==> src/rtl/gf2_mv_operand_loader.sv <==
// Serial-to-parallel operand loader for the GF(2) matrix-vector multiplier.
// Assembles an NxN bit matrix plus an N-bit vector and holds them until accepted.
module gf2_mv_operand_loader #(
  parameter int N = 3
) (
  input  logic           clk,
  input  logic           rst_n,
  input  logic           in_valid,
  output logic           in_ready,
  input  logic           in_bit,
  input  logic           in_keep,
  output logic           out_valid,
  input  logic           out_ready,
  output logic [N*N-1:0] a_flat,
  output logic [N-1:0]   v,
  output logic           mat_ok
);
  localparam int CW = $clog2(N*N+1);

  typedef enum logic [1:0] {IDLE, MAT, VEC, OUT} state_t;

  state_t          state_q;
  logic [CW-1:0]   cnt_q;
  logic [N*N-1:0]  a_q;
  logic [N-1:0]    v_q;
  logic            mat_ok_q;

  assign in_ready  = (state_q != OUT);
  assign out_valid = (state_q == OUT);
  assign a_flat    = a_q;
  assign v         = v_q;
  assign mat_ok    = mat_ok_q;

  always_ff @(posedge clk or negedge rst_n) begin
    if (!rst_n) begin
      state_q  <= IDLE;
      cnt_q    <= '0;
      a_q      <= '0;
      v_q      <= '0;
      mat_ok_q <= 1'b0;
    end else begin
      case (state_q)
        IDLE: if (in_valid) begin
          cnt_q <= CW'(1);
          // A keep request is only honoured once a full matrix is stored.
          if (in_keep && mat_ok_q) begin
            v_q[0]  <= in_bit;
            state_q <= VEC;
          end else begin
            a_q[0]   <= in_bit;
            mat_ok_q <= 1'b0;
            state_q  <= MAT;
          end
        end
        MAT: if (in_valid) begin
          for (int k = 0; k < N*N; k++)
            if (cnt_q == CW'(k)) a_q[k] <= in_bit;
          if (cnt_q == CW'(N*N-1)) begin
            mat_ok_q <= 1'b1;
            cnt_q    <= '0;
            state_q  <= VEC;
          end else begin
            cnt_q <= cnt_q + CW'(1);
          end
        end
        VEC: if (in_valid) begin
          for (int i = 0; i < N; i++)
            if (cnt_q == CW'(i)) v_q[i] <= in_bit;
          if (cnt_q == CW'(N-1)) begin
            cnt_q   <= '0;
            state_q <= OUT;
          end else begin
            cnt_q <= cnt_q + CW'(1);
          end
        end
        OUT: if (out_ready) state_q <= IDLE;
        default: state_q <= IDLE;
      endcase
    end
  end
endmodule

==> config.mk <==
export PLATFORM = sky130hd
export DESIGN_NAME = gf2_mv_operand_loader
export DESIGN_NICKNAME = d
export VERILOG_FILES = /design/src/rtl/gf2_mv_operand_loader.sv
export SDC_FILE = /design/constraint.sdc
export NUM_CORES = 1
export LEC_CHECK = 0
export ABC_AREA = 1
export CAP_MARGIN = 20
export CORE_MARGIN = 1.5
export CORE_UTILIZATION = 30
export CTS_CLUSTER_SIZE = 20
export DETAILED_ROUTE_END_ITERATION = 10
export SLEW_MARGIN = 20
export SYNTH_ARGS = -nofsm -noshare
export SYNTH_HDL_FRONTEND = slang
export SYNTH_SLANG_ARGS = --single-unit
export TNS_END_PERCENT = 100
==> constraint.sdc <==
create_clock -name clk -period 1.8 [get_ports clk]
set_input_delay 0.18 -clock clk [delete_from_list [all_inputs] [get_ports clk]]
set_output_delay 0.18 -clock clk [all_outputs]
set_load 0.02 [all_outputs]
==> results of run 1 <==
-- power by group --
group	internal [mW]	leakage (nW)	switching (mW)
combinational	0.489	0.412	0.763
sequential	0.559	0.250	0.104
clock	0.154	0.0255	0.140
-- registers in the layout (all words and copies together) (netlist names) --
signal   flops
v            3
cnt_q        4
a_flat       9
state_q      2
mat_ok       1
-- synthesized netlist by cell type (all sizes together) --
cell type | instances | area [sq um]
nand2 | 42 | 180
dfrtp | 19 | 475
nand3 | 18 | 95.1
inv | 17 | 66.3
nor2 | 17 | 76.3
o21ai | 14 | 70.1
ha | 8 | 100
a21oi | 5 | 25.0
buf | 2 | 18.8
clkbuf | 2 | 8.75
nand4 | 2 | 12.5
o21a | 1 | 7.51
xnor2 | 1 | 8.76
-- area by class of cell --
| cell class | instances | area [sq um] |
|---|---|---|
| Tap cell | 48 | 60.1 |
| Clock inverter | 1 | 5.00 |
| Clock buffer | 3 | 41.3 |
| Multi-Input combinational cell | 108 | 576 |
| Fill cell | 387 | 2230 |
| Inverter | 17 | 66.3 |
| Timing Repair Buffer | 21 | 210 |
| Sequential cell | 19 | 475 |
-- critical path: cells and delay by family, from the launching register on --
kind	cells	cell delay [ns]
adder cells (fa/ha/maj)	1	0.19
buffers and inverters	1	0.60
flip-flops	1	0.41
-- layout by cell type (no fill, tap or decap), drive strengths merged --
cell type,synthesis,layout
dlymetal6s2s,0,1
clkdlybuf4s50,0,19
a21oi,5,5
inv,17,17
nand4,2,2
nand3,18,18
dfrtp,19,19
nand2,42,42
clkbuf,2,3
o21a,1,1
xnor2,1,1
buf,2,1
o21ai,14,14
clkinv,0,1
nor2,17,17
ha,8,8
-- worst min path at each step --
stage | start | end | slack [ns] | depth (start not counted)
6_report | rst_n | a_flat[2]$_DFFE_PN0P_ | 0.26 | 2
5_1_grt | rst_n | v[2]$_DFFE_PN0P_ | 0.28 | 2
4_1_cts | rst_n | v[2]$_DFFE_PN0P_ | 0.26 | 2
3_5_place_dp | a_flat[4]$_DFFE_PN0P_ | a_flat[4]$_DFFE_PN0P_ | 0.47 | 2
3_3_place_gp | a_flat[5]$_DFFE_PN0P_ | a_flat[5]$_DFFE_PN0P_ | 0.46 | 2
2_1_floorplan | rst_n | a_flat[0]$_DFFE_PN0P_ | -0.12 | 0
-- per-stage QoR --
step	hold slack (ns)	power [mW]	util
CTS	0.265	2.24	0.391
global placement	0.465	1.91	0.378
detailed placement	0.474	1.93	0.378
finish	0.257	2.21	0.392
global route	0.285	2.46	0.392
floorplan	-0.116	1.57	-
-- kinds of logic (layout without fill, tap and decap cells) --
logic type                 count (synthesis)  in the layout  synth area share
AOI/OAI and AO/OA                         20             20            0.0896
xor gates and xnor gates                   1              1           0.00765
adders and majority gates                  8              8            0.0874
buffers and inverters                     21             42            0.0820
DFF                                       19             19             0.415
and+or+nand+nor                           79             79             0.318
-- metal layers --
layer / GRT usage / vias to the layer above
li1: - / 510
met4: 0.0239 / 0
met5: 0 / -
met2: 0.207 / 19
met3: 0.0434 / 2
met1: 0.163 / 430
-- what timing repair did --
item	4_1_cts	5_1_grt
resized for setup	0	1
buffers inserted	0	0
endpoints found under the setup margin	0	1
==> results.toml, run 1 <==
[routing]
firstDrtPassIters = 4
vias_per_cell = 4.43
met2_wirelength_mm = 1.05
vias = 961
wl_mm = 2.25
first_iter_violations = 33
wl_met3_um = 104
avgRoutedWirePerCell_um = 10.4
top_layer = "met4"
m1WireLength_mm = 1.08
antenna_left = 0
drc = 0

[global_routing]
track_usage = 0.127
grt_overflow = 0
first_global_vias = 958
grt_pass1_wl_mm = 4.19
grt_max_degree = 20
antenna_found_initial = 0

[power]
ir_drop_v = 0.000816
p_per_area_nw_per_um2 = 1540
p_leak_nw = 0.688

[clocking]
postCtsHoldBufs = 0
clock-sinks = 19
cts_tree = "yes"
clock_path_buffers = 2
clk_pin_slew_worst_paths_ns = 0.07
clkLatencyLatePin_ns = 0.25
htreeDepth = 1
cts_buffers = 3
cts_root_buf = "clkbuf_8"

[placement]
place_area_sq_um = 1390
place_ws_ns = 0.234
hpwl_mm = 1.75
place_inst = 213
gp_congestion = 0.816
port-buffer-count = 20

[timing]
slew_violations = 0
skew_ns = 0.00163
setup_ws_ns = 0.171
setup_viol = 0
tns_ns = 0
hold_viol_final = 0
min_period_ns = 1.63
relSlewSlack = 0.784
rsz0062_at_grt = "false"
tightest_slew_ns = 0.324
fin_crit_sh = 0.905
max_freq_mhz = 614

[critical_path]
worstSetupPathType = "reg2out"
start_kind = "flip-flop"
critPathMaxFanout = 4
endpoint_kind = "primary output"
crit_required_ns = 1.62
max_stage_delay_ns = 0.60
cp-endpoint = "out_valid"
path_cells = "ha_1, clkdlybuf4s50_1"
reg2reg_to = "cnt_q[2]$_DFFE_PN0P_"
crit_arrival_ns = 1.45
r2r_start = "state_q[0]$_DFFE_PN0P_"
startpoint = "state_q[0]$_DFFE_PN0P_"
r2r_setup_slack_ns = 0.27
critPathSlowestCell = "clkdlybuf4s50_1"
reg2regPathDepth = 9

[cells_and_area]
layoutNonFillerInstCount = 217
area.growth.synth_to_final_pct = 25.2
stdcell_area_sq_um = 1430
fin_nets = 184
drive_gt1_frac = 0.0888
antenna_cells = 0

[floorplanning]
coreArea_sq_um = 3660
die_h_um = 64.8
die_w_um = 64.8
io_pins = 21
fp-row-count = 22
start_util = 0.313
dieArea_sq_um = 4200

[synthesis]
synth_seq_cells = 19
ys_warn_count = 0
netlist_area_sq_um = 1140
synth_cell_type_count = 22
syn-num-nets = 162
yosysSeqAreaShare = 0.415
syn_inst = 148
avgSynthCellArea_sq_um = 7.74

[job]
cap_violations = 0

[run_status]
status = "completed"

[min_path]
hold_path.class = "in2async"
Power figures use the tool's default switching activity.
==> inputs of run 2 (changes only) <==
CORE_UTILIZATION = 29   (was 30)
==> run 2 against run 1 <==
Effect of this change:
- combinational power is essentially flat
- clock skew down 0.00068 ns
- global-route usage shrank 0.42 points
- critical endpoint unchanged
- largest power group unchanged
==> results.toml, run 2 (synthesis gave the netlist of run 1 again) <==
[run_status]
status = "completed"

[routing]
wl_mm = 2.32
antenna_left = 0
drc = 0
first_iter_violations = 38
firstDrtPassIters = 4
vias = 955
vias_per_cell = 4.40
avgRoutedWirePerCell_um = 10.7

[clocking]
cts_buffers = 3
clock_path_buffers = 2
htreeDepth = 1
cts_root_buf = "clkbuf_8"
clkLatencyLatePin_ns = 0.25
cts_tree = "yes"
clk_pin_slew_worst_paths_ns = 0.07
clock-sinks = 19

[timing]
rsz0062_at_grt = "false"
relSlewSlack = 0.780
tightest_slew_ns = 0.330
hold_viol_final = 0
max_freq_mhz = 615
skew_ns = 0.000950
setup_ws_ns = 0.175
tns_ns = 0
fin_crit_sh = 0.903
setup_viol = 0
hold-worst-slack_ns = 0.259
min_period_ns = 1.63
slew_violations = 0

[power]
seq_power_share = 0.298
power_frac_comb = 0.569
switching_power_mw = 1.01
p_clk_frac = 0.133
p_leak_nw = 0.685
ir_drop_v = 0.000820
p_per_area_nw_per_um2 = 1550
p_int_mw = 1.21
p_sw_frac = 0.456

[floorplanning]
start_util = 0.308
coreArea_sq_um = 3720
die_h_um = 65.8
die_w_um = 65.8
io_pins = 21
dieArea_sq_um = 4330
fp-row-count = 22

[critical_path]
cp.buffers_inverters = 1
r2r_setup_slack_ns = 0.29
path_cells = "ha_1, clkdlybuf4s50_1"
critPathSlowestCell = "clkdlybuf4s50_1"
endpoint_kind = "primary output"
worstSetupPathType = "reg2out"
crit_required_ns = 1.62
critical_path.top_delay_family = "buffers and inverters"
crit_arrival_ns = 1.45
critPathMaxFanout = 4
max_stage_delay_ns = 0.61
start_kind = "flip-flop"

[placement]
gp_congestion = 0.868
hpwl_mm = 1.79
place_ws_ns = 0.188
place_inst = 213
port-buffer-count = 20

[cells_and_area]
fillerInstances = 388
antenna_cells = 0
area.growth.synth_to_final_pct = 25.1
layoutNonFillerInstCount = 217
drive_gt1_frac = 0.0828
fin_nets = 184
utilization = 0.386
final_common_cell = "nand2_1"
largest_reg_flops = 9
final_cell_mix = "37 x nand2_1, 19 x dfrtp_1, 19 x clkdlybuf4s50_1"

[global_routing]
grt_overflow = 0
track_usage = 0.122
grt_pass1_wl_mm = 4.16
antenna_found_initial = 0
first_global_vias = 944
grt_max_degree = 20

[job]
cap_violations = 0

[min_path]
hold_path.class = "in2async"
[run 2: cell types whose count changed in the layout (fill, tap and decap cells not counted), sizes merged]
| cell | previous run | this run |
|---|---|---|
| clkbuf | 3 | 4 |
| clkinv | 1 | 0 |
[run 2: layout make-up]
cell class                 instances  area [sq um]  share of cell area
inverter                          17          66.3              0.0463
sequential                        19           475               0.332
timing repair buffer              21           210               0.147
clock buffer                       4          45.0              0.0314
multi-input combinational        108           576               0.402
tap                               48          60.1              0.0419
[run 2: what timing repair did]
action                     CTS  global route
hold buffers                 0             0
setup endpoints to repair    0             1
setup buffers                0             0
gates resized for setup      0             1
[run 2: through the flow]
step | cell area, sq um | power (mW)
2_1_floorplan | 1140 | 1.57
3_5_place_dp | 1390 | 1.93
6_report | 1430 | 2.22
4_1_cts | 1430 | 2.24
5_1_grt | 1430 | 2.45
3_3_place_gp | 1390 | 1.90
[run 2: worst paths after layout]
check | startpoint | end | cells past startpoint
min reg2reg | a_flat[1]$_DFFE_PN0P_ | a_flat[1]$_DFFE_PN0P_ | 2
max in group asynchronous | rst_n | a_flat[0]$_DFFE_PN0P_ | 2
max | state_q[1]$_DFFE_PN0P_ | out_valid | 2
max reg2reg | state_q[0]$_DFFE_PN0P_ | cnt_q[2]$_DFFE_PN0P_ | 9
min | rst_n | cnt_q[2]$_DFFE_PN0P_ | 2
min in group clk | a_flat[1]$_DFFE_PN0P_ | a_flat[1]$_DFFE_PN0P_ | 2
[run 2: power groups by stage]
stage	logic [mW]	clock network (mW)	registers (mW)
floorplan	0.818	0	0.754
global placement	1.24	0	0.663
detailed placement	1.26	0	0.671
CTS	1.28	0.303	0.663
global route	1.43	0.329	0.684
finish	1.26	0.294	0.662
[run 2: metal layers]
layer	track usage	part of all wire	vias to the layer above
li1	-	-	514
met1	0.153	0.49	422
met2	0.213	0.47	17
met3	0.0256	0.033	2
met4	0.0313	0.0082	0
met5	0	0	-
==> inputs of run 3 (changes only) <==
GPL_TIMING_DRIVEN = 0   (was default)
SLEW_MARGIN = 0   (was 20)
==> run 3 against run 2 <==
Effect of this change:
- combinational power hardly changed
- clock skew rose by 0.0044 ns
- core utilization rose by 0.30 points
- sequential share of layout area shrank 0.26 points
- routed wire length shrank 5.4%
- critical path depth unchanged
- die area unchanged
- count of clock-buffer cells in the layout decreased by 1
- setup slack got worse by 0.0088 ns
- critical endpoint unchanged
- largest power group unchanged
==> results.toml, run 3 (synthesis gave the netlist of run 1 again) <==
[global_routing]
grt_max_degree = 20
first_global_vias = 872
antenna_found_initial = 0
grt_overflow = 0
grt_pass1_wl_mm = 3.92
track_usage = 0.115

[timing]
rsz0062_at_grt = "false"
hold_viol_final = 0
hold-worst-slack_ns = 0.266
max_freq_mhz = 612
tightest_slew_ns = 0.868
fin_crit_sh = 0.908
slew_violations = 0
min_period_ns = 1.63
setup_viol = 0
relSlewSlack = 0.419
tns_ns = 0
skew_ns = 0.00540

[clocking]
htreeDepth = 1
cts_root_buf = "clkbuf_8"
cts_tree = "yes"
clock-sinks = 19
clkLatencyLatePin_ns = 0.26
postCtsHoldBufs = 0
cts_buffers = 3
clk_pin_slew_worst_paths_ns = 0.08
clock_path_buffers = 2

[cells_and_area]
largest_reg_flops = 9
seq_area_sq_um = 475
drive_gt1_frac = 0.0994
final_cell_mix = "37 x nand2_1, 19 x dfrtp_1, 18 x clkdlybuf4s50_1"
antenna_cells = 0
layoutNonFillerInstCount = 219
area.growth.synth_to_final_pct = 26.1
final_common_cell = "nand2_1"
utilization = 0.389
multi_input_area_sq_um = 576
fillerInstances = 383
fin_nets = 186

[critical_path]
critPathSlowestCell = "clkdlybuf4s50_1"
crit_required_ns = 1.62
cp.buffers_inverters = 1
critical_path.top_delay_family = "buffers and inverters"
critPathMaxFanout = 4
start_kind = "flip-flop"
crit_arrival_ns = 1.45
endpoint_kind = "primary output"
max_stage_delay_ns = 0.60
worstSetupPathType = "reg2out"
path_cells = "ha_1, clkdlybuf4s50_1"

[power]
p_per_area_nw_per_um2 = 1540
ir_drop_v = 0.000727
p_leak_nw = 0.695

[routing]
first_iter_violations = 19
antenna_left = 0
firstDrtPassIters = 4
wl_mm = 2.19
drc = 0
vias = 941
avgRoutedWirePerCell_um = 10.0
vias_per_cell = 4.30

[placement]
hpwl_mm = 1.69
gp_congestion = 0.798
port-buffer-count = 19
place_inst = 215

[floorplanning]
dieArea_sq_um = 4330
coreArea_sq_um = 3720
fp-row-count = 22
io_pins = 21
die_w_um = 65.8
die_h_um = 65.8
start_util = 0.308

[min_path]
hold_path.class = "in2reg"

[run_status]
status = "completed"

[job]
cap_violations = 0
-- run 3: cell types whose count changed in the layout (fill, tap and decap cells not counted), sizes merged --
cell and change:
clkbuf +1, buf +1, clkdlybuf4s50 -1, clkinv +1
-- run 3: report_power, final --
part	total [mW]	internal [mW]	leakage, nW	switching, mW
combinational	1.27	0.505	0.419	0.765
sequential	0.658	0.559	0.250	0.0990
clock	0.302	0.154	0.0255	0.148
-- run 3: path summary, 6_finish.rpt --
kind / from / end / slack, ns / cells past startpoint
max: state_q[0]$_DFFE_PN0P_ / out_valid / 0.17 / 2
min in group asynchronous: rst_n / state_q[1]$_DFFE_PN0P_ / 0.41 / 1
min reg2reg: a_flat[1]$_DFFE_PN0P_ / a_flat[1]$_DFFE_PN0P_ / 0.49 / 2
max in group asynchronous: rst_n / a_flat[3]$_DFFE_PN0P_ / 0.85 / 1
min: in_valid / v[2]$_DFFE_PN0P_ / 0.27 / 3
max reg2reg: state_q[0]$_DFFE_PN0P_ / state_q[0]$_DFFE_PN0P_ / 0.27 / 9
-- run 3: worst reg2reg max path, stage by stage, from the launching register on --
cell,delay (ns)
dfrtp_1,0.41
inv_1,0.08
ha_1,0.19
clkbuf_2,0.15
nand2_1,0.12
o21ai_0,0.08
nor2_1,0.20
nand2_2,0.08
nand2_1,0.06
nand2_1,0.05
-- run 3: timing repair --
| item | in CTS | in global routing |
|---|---|---|
| setup buffers | 0 | 0 |
| resized for setup | 0 | 1 |
| setup endpoints to repair | 0 | 1 |
-- run 3: routing by layer --
metal  up-vias  share of wire  wire length [um]  track usage
li1        514              -                 -            -
met5         -              0                 0            0
met3         2          0.039                86       0.0307
met2        17           0.42               931        0.183
met4         0         0.0087                19       0.0234
met1       408           0.53              1160        0.156
-- run 3: layout make-up --
cell class                      instances  share of cell area
Buffer                                  4              0.0191
Clock buffer                            3              0.0286
Clock inverter                          1             0.00347
Inverter                               17              0.0459
Multi-Input combinational cell        108               0.399
Sequential cell                        19               0.329
Tap cell                               48              0.0416
Timing Repair Buffer                   19               0.133
-- run 3: through the flow --
step	total power [mW]	worst slack, ns	area (sq um)
after detailed placement	1.95	0.278	1400
after floorplan	1.57	0.392	1140
final	2.23	0.166	1440
after CTS	2.26	0.0385	1440
after global routing	2.47	0.0831	1440
after global placement	1.94	0.295	1400
